`src/rtl/button_pulser.sv`:
```
// Four-channel button front end: 2-flop synchronizer, debouncer and repeat FSM per
// button, followed by a fixed-priority (L > R > U > D) single-pulse arbiter.
module button_pulser #(
  parameter int DEBOUNCE_CYCLES = 500000,
  parameter int REPEAT_DELAY    = 50000000,
  parameter int REPEAT_PERIOD   = 15000000,
  parameter int CNT_W           = 27
) (
  input  logic       clk,
  input  logic       rst,
  input  logic       btnL_raw,
  input  logic       btnR_raw,
  input  logic       btnU_raw,
  input  logic       btnD_raw,
  output logic       btnL,
  output logic       btnR,
  output logic       btnU,
  output logic       btnD,
  output logic [3:0] held
);

  typedef enum logic [1:0] {
    ST_RELEASED = 2'd0,
    ST_DELAY    = 2'd1,
    ST_REPEAT   = 2'd2
  } state_e;

  // A count "reaches" N on the edge that would take it from N-1 to N.
  localparam logic [CNT_W-1:0] DB_LAST  = CNT_W'(DEBOUNCE_CYCLES - 1);
  localparam logic [CNT_W-1:0] RD_LAST  = CNT_W'(REPEAT_DELAY - 1);
  localparam logic [CNT_W-1:0] RP_LAST  = CNT_W'(REPEAT_PERIOD - 1);
  localparam logic [CNT_W-1:0] CNT_ZERO = {CNT_W{1'b0}};
  localparam logic [CNT_W-1:0] CNT_ONE  = CNT_W'(1);

  logic [3:0]       raw_s;
  logic [3:0]       sync1_q;
  logic [3:0]       sync2_q;
  logic [3:0]       stable_q;
  logic [3:0]       stable_d;
  logic [CNT_W-1:0] db_cnt_q  [4];
  logic [CNT_W-1:0] db_cnt_d  [4];
  state_e           state_q   [4];
  state_e           state_d   [4];
  logic [CNT_W-1:0] rep_cnt_q [4];
  logic [CNT_W-1:0] rep_cnt_d [4];
  logic [3:0]       req_s;
  logic [3:0]       grant_s;
  logic [3:0]       pulse_q;

  assign raw_s = {btnD_raw, btnU_raw, btnR_raw, btnL_raw};

  // Synchronizer, debounce, FSM and output pulse registers.
  always_ff @(posedge clk or posedge rst) begin
    if (rst) begin
      sync1_q  <= 4'b0000;
      sync2_q  <= 4'b0000;
      stable_q <= 4'b0000;
      pulse_q  <= 4'b0000;
      for (int i = 0; i < 4; i++) begin
        db_cnt_q[i]  <= CNT_ZERO;
        state_q[i]   <= ST_RELEASED;
        rep_cnt_q[i] <= CNT_ZERO;
      end
    end else begin
      sync1_q  <= raw_s;
      sync2_q  <= sync1_q;
      stable_q <= stable_d;
      pulse_q  <= grant_s;
      for (int i = 0; i < 4; i++) begin
        db_cnt_q[i]  <= db_cnt_d[i];
        state_q[i]   <= state_d[i];
        rep_cnt_q[i] <= rep_cnt_d[i];
      end
    end
  end

  // Debouncer: any cycle of agreement restarts the count.
  always_comb begin
    stable_d = stable_q;
    for (int i = 0; i < 4; i++) begin
      db_cnt_d[i] = db_cnt_q[i];
      if (sync2_q[i] == stable_q[i]) begin
        db_cnt_d[i] = CNT_ZERO;
      end else if (db_cnt_q[i] == DB_LAST) begin
        stable_d[i] = ~stable_q[i];
        db_cnt_d[i] = CNT_ZERO;
      end else begin
        db_cnt_d[i] = db_cnt_q[i] + CNT_ONE;
      end
    end
  end

  // Repeat FSM: press is taken from the registered level so the pulse trails held
  // by one cycle; release uses the next level so no pulse can land on the fall edge.
  always_comb begin
    req_s = 4'b0000;
    for (int i = 0; i < 4; i++) begin
      state_d[i]   = state_q[i];
      rep_cnt_d[i] = rep_cnt_q[i];
      case (state_q[i])
        ST_RELEASED: begin
          rep_cnt_d[i] = CNT_ZERO;
          if (stable_q[i] && stable_d[i]) begin
            req_s[i]   = 1'b1;
            state_d[i] = ST_DELAY;
          end else begin
            state_d[i] = ST_RELEASED;
          end
        end
        ST_DELAY: begin
          if (!stable_d[i]) begin
            state_d[i]   = ST_RELEASED;
            rep_cnt_d[i] = CNT_ZERO;
          end else if (rep_cnt_q[i] == RD_LAST) begin
            req_s[i]     = 1'b1;
            state_d[i]   = ST_REPEAT;
            rep_cnt_d[i] = CNT_ZERO;
          end else begin
            rep_cnt_d[i] = rep_cnt_q[i] + CNT_ONE;
          end
        end
        ST_REPEAT: begin
          if (!stable_d[i]) begin
            state_d[i]   = ST_RELEASED;
            rep_cnt_d[i] = CNT_ZERO;
          end else if (rep_cnt_q[i] == RP_LAST) begin
            req_s[i]     = 1'b1;
            rep_cnt_d[i] = CNT_ZERO;
          end else begin
            rep_cnt_d[i] = rep_cnt_q[i] + CNT_ONE;
          end
        end
        default: begin
          state_d[i]   = ST_RELEASED;
          rep_cnt_d[i] = CNT_ZERO;
        end
      endcase
    end
  end

  // Losing requests are dropped; their FSMs have already advanced above.
  always_comb begin
    grant_s = 4'b0000;
    if (req_s[0]) begin
      grant_s = 4'b0001;
    end else if (req_s[1]) begin
      grant_s = 4'b0010;
    end else if (req_s[2]) begin
      grant_s = 4'b0100;
    end else if (req_s[3]) begin
      grant_s = 4'b1000;
    end else begin
      grant_s = 4'b0000;
    end
  end

  assign btnL = pulse_q[0];
  assign btnR = pulse_q[1];
  assign btnU = pulse_q[2];
  assign btnD = pulse_q[3];
  assign held = stable_q;

endmodule

```
`config.mk`:
```
export PLATFORM = sky130hd
export DESIGN_NAME = button_pulser
export DESIGN_NICKNAME = d
export VERILOG_FILES = /design/src/rtl/button_pulser.sv
export SDC_FILE = /design/constraint.sdc
export NUM_CORES = 1
export LEC_CHECK = 0
export CAP_MARGIN = 20
export CORE_ASPECT_RATIO = 0.9
export CORE_MARGIN = 2
export CORE_UTILIZATION = 57
export DETAILED_ROUTE_END_ITERATION = 8
export GPL_ROUTABILITY_DRIVEN = 0
export GPL_TIMING_DRIVEN = 0
export PLACE_DENSITY = 0.85
export REMOVE_ABC_BUFFERS = 1
export SYNTH_ARGS = -nofsm -noshare
export SYNTH_HDL_FRONTEND = slang
export SYNTH_SLANG_ARGS = --single-unit
```
`constraint.sdc`:
```
create_clock -name clk -period 7.93 [get_ports clk]
set_input_delay 1.586 -clock clk [delete_from_list [all_inputs] [get_ports clk]]
set_output_delay 1.586 -clock clk [all_outputs]
set_load 0.05 [all_outputs]
```
==> flow_summary.ini, run 1 <==
[placed_design]
io_buffers = 13
place_ws_ps = 4640
place_inst = 1525
dp_hpwl_um = 15000

[min_path]
min_from = sync1_q[0]$_DFF_PP0_
hp-class = flip-flop to flip-flop

[yosys]
syn_area_per_cell_um2 = 9.66
synth_seq_cells = 240
yosys_warnings = 0
ys_types = 59
synthCells = 1247
ys_seq_area_share_pct = 49.9
async_flop_share_pct = 100
synth_enable_flop_cells = 0
synth_area_um2 = 12000
ys.flop_type = dfrtp_1

[final_layout]
nFillCells = 1625
diodes = 0
syn_to_final_growth_pct = 10.1
stdcell_count = 1567
drive_above_1_share_pct = 5.39
fin_nets = 1295

[sta]
relSlewSlack_pct = 32.4
layout_min_cycle_time_ps = 3410
fin_ws_ps = 4520
min_period_over_period_pct = 43.0
setup_viol = 0
skew_ps = 8.55
hold_viol = 0
maxSlewViolCount = 0
holdWs_ps = 348
grt_setup_unrepaired = no
max_slew.worst_pin.slew_ps = 1010
fmax_ghz = 0.293

[floorplanning]
die_width_um = 157
placementRows = 50
coreArea_um2 = 20800
die_area_um2 = 22300
die_h_um = 142
pin_count = 14
start_util_pct = 58.0

[critical_path]
startpoint = held[1]$_DFF_PP0_
cp-start-kind = flip-flop
crit_chain = clkdlybuf4s50_1
critPathRequiredTime_ps = 6340
crit_path_end_kind = output port
r2r-start = db_cnt_q[103]$_DFF_PP0_
cp_max_fo = 6
crit_type = flip-flop to output port
path_delay_family = buffers and inverters
slowest_stage = clkdlybuf4s50_1
worst-path-buf-inv = 1
critPathArrivalTime_ps = 1830
critPathMaxStageDelay_ps = 850

[clocking]
cts_root_buf = clkbuf_16
clkSinkCount = 240
h-tree-depth = 1
cts_setup_buffers = 0
cts_buffer_depth = 3
cts_tree = built
numCtsBuffers = 24
cts_resized = 0
clock_latency_ps = 510
ctsHoldBuffers = 0
path_clk_slew_ps = 60

[global_routing]
grt_util_all_layers_pct = 21.5
antenna_found_initial = 0
grt.overflow.total = 0
grt_pass1_vias = 8728
grt_pass1_wl_um = 40500
grt_max_degree = 99

[detailed_routing]
routed_wl_um = 23100
drc = 0
vias_per_cell = 5.63
vias = 8824
routedWlPerCell_um = 14.8
antenna_left = 0
firstDrtPassIters = 5
drtIter0Drc = 492

[power]
leakage_uw = 0.00539
power_density_nw_per_um2 = 182
vdd_ir_drop_max_uv = 181

[status]
outcome = finished clean

[run]
maxCapViolCount = 0
-- stage by stage --
stage / TNS, ps / utilization, % / power [µW] / instance area (µm²)
after floorplan: -58590 / - / 1290 / 11900
after global placement: -733410 / 59.7 / 1310 / 12400
after detailed placement: 0 / 60.0 / 1310 / 12500
after CTS: 0 / 63.9 / 2430 / 13300
after global routing: 0 / 63.9 / 2490 / 13300
final: 0 / 63.9 / 2410 / 13300
-- power by group --
| group | switching, µW | leakage, µW | internal [µW] |
|---|---|---|---|
| registers | 7.24 | 0.00333 | 1230 |
| logic | 37.2 | 0.00168 | 11.6 |
| clock network | 455 | 0.000390 | 667 |
| total | 500 | 0.00539 | 1910 |
-- worst paths after layout --
path / cells past startpoint / end / slack, ps
worst max-delay path: 1 / held[1] / 4520
worst min-delay path: 0 / sync2_q[0]$_DFF_PP0_ / 350
worst max register to register: 6 / rep_cnt_q[101]$_DFF_PP0_ / 5120
worst min register to register: 0 / sync2_q[0]$_DFF_PP0_ / 350
max in group asynchronous: 4 / db_cnt_q[104]$_DFF_PP0_ / 5250
min in group asynchronous: 2 / db_cnt_q[50]$_DFF_PP0_ / 1490
-- state kept, by name, summed over array words and instances (netlist names) --
signal	count
db_cnt_q	108
held	4
pulse_q	4
rep_cnt_q	108
state_q	8
sync1_q	4
sync2_q	4
-- cell usage in the layout, fill, tap and decap left out, types with 4 or more instances in the layout --
| cell type | count |
|---|---|
| nor2_1 | 259 |
| dfrtp_1 | 240 |
| xor2_1 | 104 |
| nand3_1 | 88 |
| nand2_1 | 88 |
| xnor2_1 | 84 |
| nand4_1 | 46 |
| inv_1 | 41 |
| and3_1 | 34 |
| nor3_1 | 27 |
| clkbuf_16 | 25 |
| ha_1 | 24 |
| nor4_1 | 23 |
| o21ai_0 | 23 |
| a21oi_1 | 22 |
| or3_1 | 16 |
| clkdlybuf4s50_1 | 13 |
| and4_1 | 12 |
| clkbuf_8 | 10 |
| nor4b_1 | 8 |
| nor3b_1 | 8 |
| and2_1 | 8 |
| clkbuf_1 | 5 |
| or4_1 | 4 |
-- logic make-up after synthesis --
kind of cell,Yosys count,share of synthesized area (%)
compound gates,65,3.28
xor+xnor,188,13.7
fa+ha+maj,24,2.49
buf+inv,66,2.51
flops,240,49.9
mux,6,0.571
simple gates,658,27.6
-- layout make-up --
type,instances,area (µm²),share of cell area [%]
Sequential cell,240,6010,45.3
Multi-Input combinational cell,941,5740,43.3
Clock buffer,40,782,5.90
Tap cell,286,358,2.70
Timing Repair Buffer,16,200,1.51
Inverter,42,165,1.25
Clock inverter,2,12.5,0.0943
-- Yosys cell counts, types with 8 or more instances --
| library cell | instances | area, µm² |
|---|---|---|
| nand2_1 | 88 | 330 |
| a21oi_1 | 22 | 110 |
| xor2_1 | 104 | 911 |
| nor4_1 | 23 | 144 |
| nor3b_1 | 8 | 60.1 |
| nor4b_1 | 8 | 70.1 |
| buf_2 | 8 | 40.0 |
| o21ai_0 | 23 | 115 |
| or3_1 | 16 | 100 |
| nor3_1 | 27 | 135 |
| clkbuf_1 | 9 | 33.8 |
| nand4_1 | 46 | 288 |
| nand3_1 | 88 | 440 |
| ha_1 | 24 | 300 |
| inv_1 | 42 | 158 |
| nor2_1 | 259 | 972 |
| and2_1 | 8 | 50.1 |
| and3_1 | 34 | 213 |
| xnor2_1 | 84 | 736 |
| and4_1 | 12 | 105 |
| dfrtp_1 | 240 | 6010 |
-- metal layers --
layer	vias up	wire length, µm	GRT usage, %
li1	4274	-	-
met1	4369	10800	30.7
met2	137	11100	34.8
met3	44	765	3.18
met4	0	462	5.41
met5	-	0	0
Note: power is estimated with default switching activity, not from simulation.
==> run 2: changes to the inputs <==
==> constraint.sdc (replaced) <==
create_clock -name clk -period 2.8 [get_ports clk]
set_input_delay 0.56 -clock clk [delete_from_list [all_inputs] [get_ports clk]]
set_output_delay 0.56 -clock clk [all_outputs]
set_load 0.05 [all_outputs]
==> run 2 against run 1 <==
  * Utilization about the same
  * Final area is essentially flat
  * Largest cell class unchanged
  * Non-clock buffer count unchanged
  * Largest power group unchanged
==> flow_summary.ini, run 2 (synthesis results as in run 1) <==
[status]
outcome = finished clean

[floorplanning]
die_area_um2 = 22300
pin_count = 14
start_util_pct = 58.0
die_h_um = 142
placementRows = 50
coreArea_um2 = 20800
die_width_um = 157

[critical_path]
critPathMaxStageDelay_ps = 470
crit_type = flip-flop to flip-flop
critPathRequiredTime_ps = 3170
slowest_stage = a211o_2
crit_path_end_kind = flip-flop
cp_max_fo = 26
critPathArrivalTime_ps = 2890
rrSetupSlack_ps = 280
crit_chain = nor4_1 > nand4_1 > nor3_4 > mux2i_1 > a211o_2 > nor2_1
cp-start-kind = flip-flop
startpoint = db_cnt_q[103]$_DFF_PP0_
r2r-start = db_cnt_q[103]$_DFF_PP0_

[min_path]
hp-class = flip-flop to flip-flop
min_from = sync1_q[0]$_DFF_PP0_

[sta]
min_period_over_period_pct = 90.0
maxSlewViolCount = 0
max_slew.worst_pin.slew_ps = 876
fin_ws_ps = 281
fmax_ghz = 0.397
skew_ps = 8.55
relSlewSlack_pct = 41.5
setup_viol = 0
grt_setup_unrepaired = no
hold_viol = 0
layout_min_cycle_time_ps = 2520

[global_routing]
grt_pass1_vias = 8728
antenna_found_initial = 0
grt_use_met2_pct = 34.8
grt.overflow.total = 0
grt_util_all_layers_pct = 21.5
grt_max_degree = 99
met1_usage_pct = 30.7
met3_usage_pct = 3.18
grt.busiest_layer = met2
grt_pass1_wl_um = 40500

[placed_design]
io_buffers = 13
place_ws_ps = 35.1
dp_hpwl_um = 15000

[detailed_routing]
routed_wl_um = 23100
firstDrtPassIters = 4
vias = 8818
antenna_left = 0
vias_per_cell = 5.63
drtIter0Drc = 494
routedWlPerCell_um = 14.8
drc = 0

[final_layout]
reg_top3 = db_cnt_q x108, rep_cnt_q x108, state_q x8
drive_above_1_share_pct = 5.54
final_cell_mix = nor2_1 (259), dfrtp_1 (240), xor2_1 (104)
fin_nets = 1295
syn_to_final_growth_pct = 10.1
layout_commonest_cell = nor2_1
diodes = 0

[power]
finalPower_uw = 6820
vdd_ir_drop_max_uv = 513
power_density_nw_per_um2 = 514
leakage_uw = 0.00539

[clocking]
path_clk_slew_ps = 60
cts_tree = built
h-tree-depth = 1
cts_root_buf = clkbuf_16
clkSinkCount = 240
cts_setup_buffers = 0
numCtsBuffers = 24
ctsHoldBuffers = 0
clock_latency_ps = 510
cts_buffer_depth = 3

[run]
maxCapViolCount = 0
## run 2: cell types whose count changed in the layout (fill, tap and decap cells not counted)
cell / change
nand2b_1: -1
a211o_2: +1
a211o_1: -1
nand2b_2: +1
## run 2: critical path: cells and delay by family (launching register included)
kind,cells,cell delay (ps)
and+or+nand+nor,4,1040
AOI/OAI and AO/OA,1,470
muxes,1,440
DFF,1,410
## run 2: cell type report
type | instances | area [µm²]
clock inverters | 2 | 12.5
multi-input cells | 941 | 5750
clock buffers | 40 | 782
flip-flops and latches | 240 | 6010
fillers | 1623 | 7500
inverters | 42 | 165
well taps | 286 | 358
repair buffers | 16 | 200
## run 2: final timing paths
path                                                  to  depth (start not counted)
worst max-delay path            rep_cnt_q[101]$_DFF_PP0_                          6
worst min-delay path                sync2_q[0]$_DFF_PP0_                          0
worst max register to register  rep_cnt_q[101]$_DFF_PP0_                          6
worst min register to register      sync2_q[0]$_DFF_PP0_                          0
max in group asynchronous        db_cnt_q[104]$_DFF_PP0_                          4
min in group asynchronous         db_cnt_q[50]$_DFF_PP0_                          2
## run 2: what timing repair did
action	in CTS	in global routing
gates resized for setup	0	2
endpoints found under the hold margin	0	0
setup endpoints to repair	0	50
## run 2: per-stage QoR
stage | util, % | instances | hold WS [ps] | TNS [ps] | cell area [µm²]
after floorplan | - | 1223 | 331 | -1043550 | 11900
after global placement | 59.7 | 1522 | 334 | -1718370 | 12400
after detailed placement | 60.0 | 1525 | 335 | 0 | 12500
after CTS | 63.9 | 1567 | 352 | 0 | 13300
after global routing | 63.9 | 1567 | 357 | 0 | 13300
final | 63.9 | 1567 | 348 | 0 | 13300
## run 2: per-layer routing
layer | vias to the layer above | wire, µm | part of all wire (%)
li1 | 4276 | - | -
met1 | 4360 | 10800 | 47
met2 | 138 | 11100 | 48
met3 | 44 | 775 | 3.3
met4 | 0 | 462 | 2.0
met5 | - | 0 | 0
## run 2: report_power, final
group | total [µW] | switching [µW] | internal [µW] | leakage [µW]
registers | 3510 | 20.5 | 3490 | 0.00333
clock network | 3180 | 1290 | 1890 | 0.000390
logic | 139 | 106 | 33.1 | 0.00168
total | 6820 | 1410 | 5410 | 0.00539
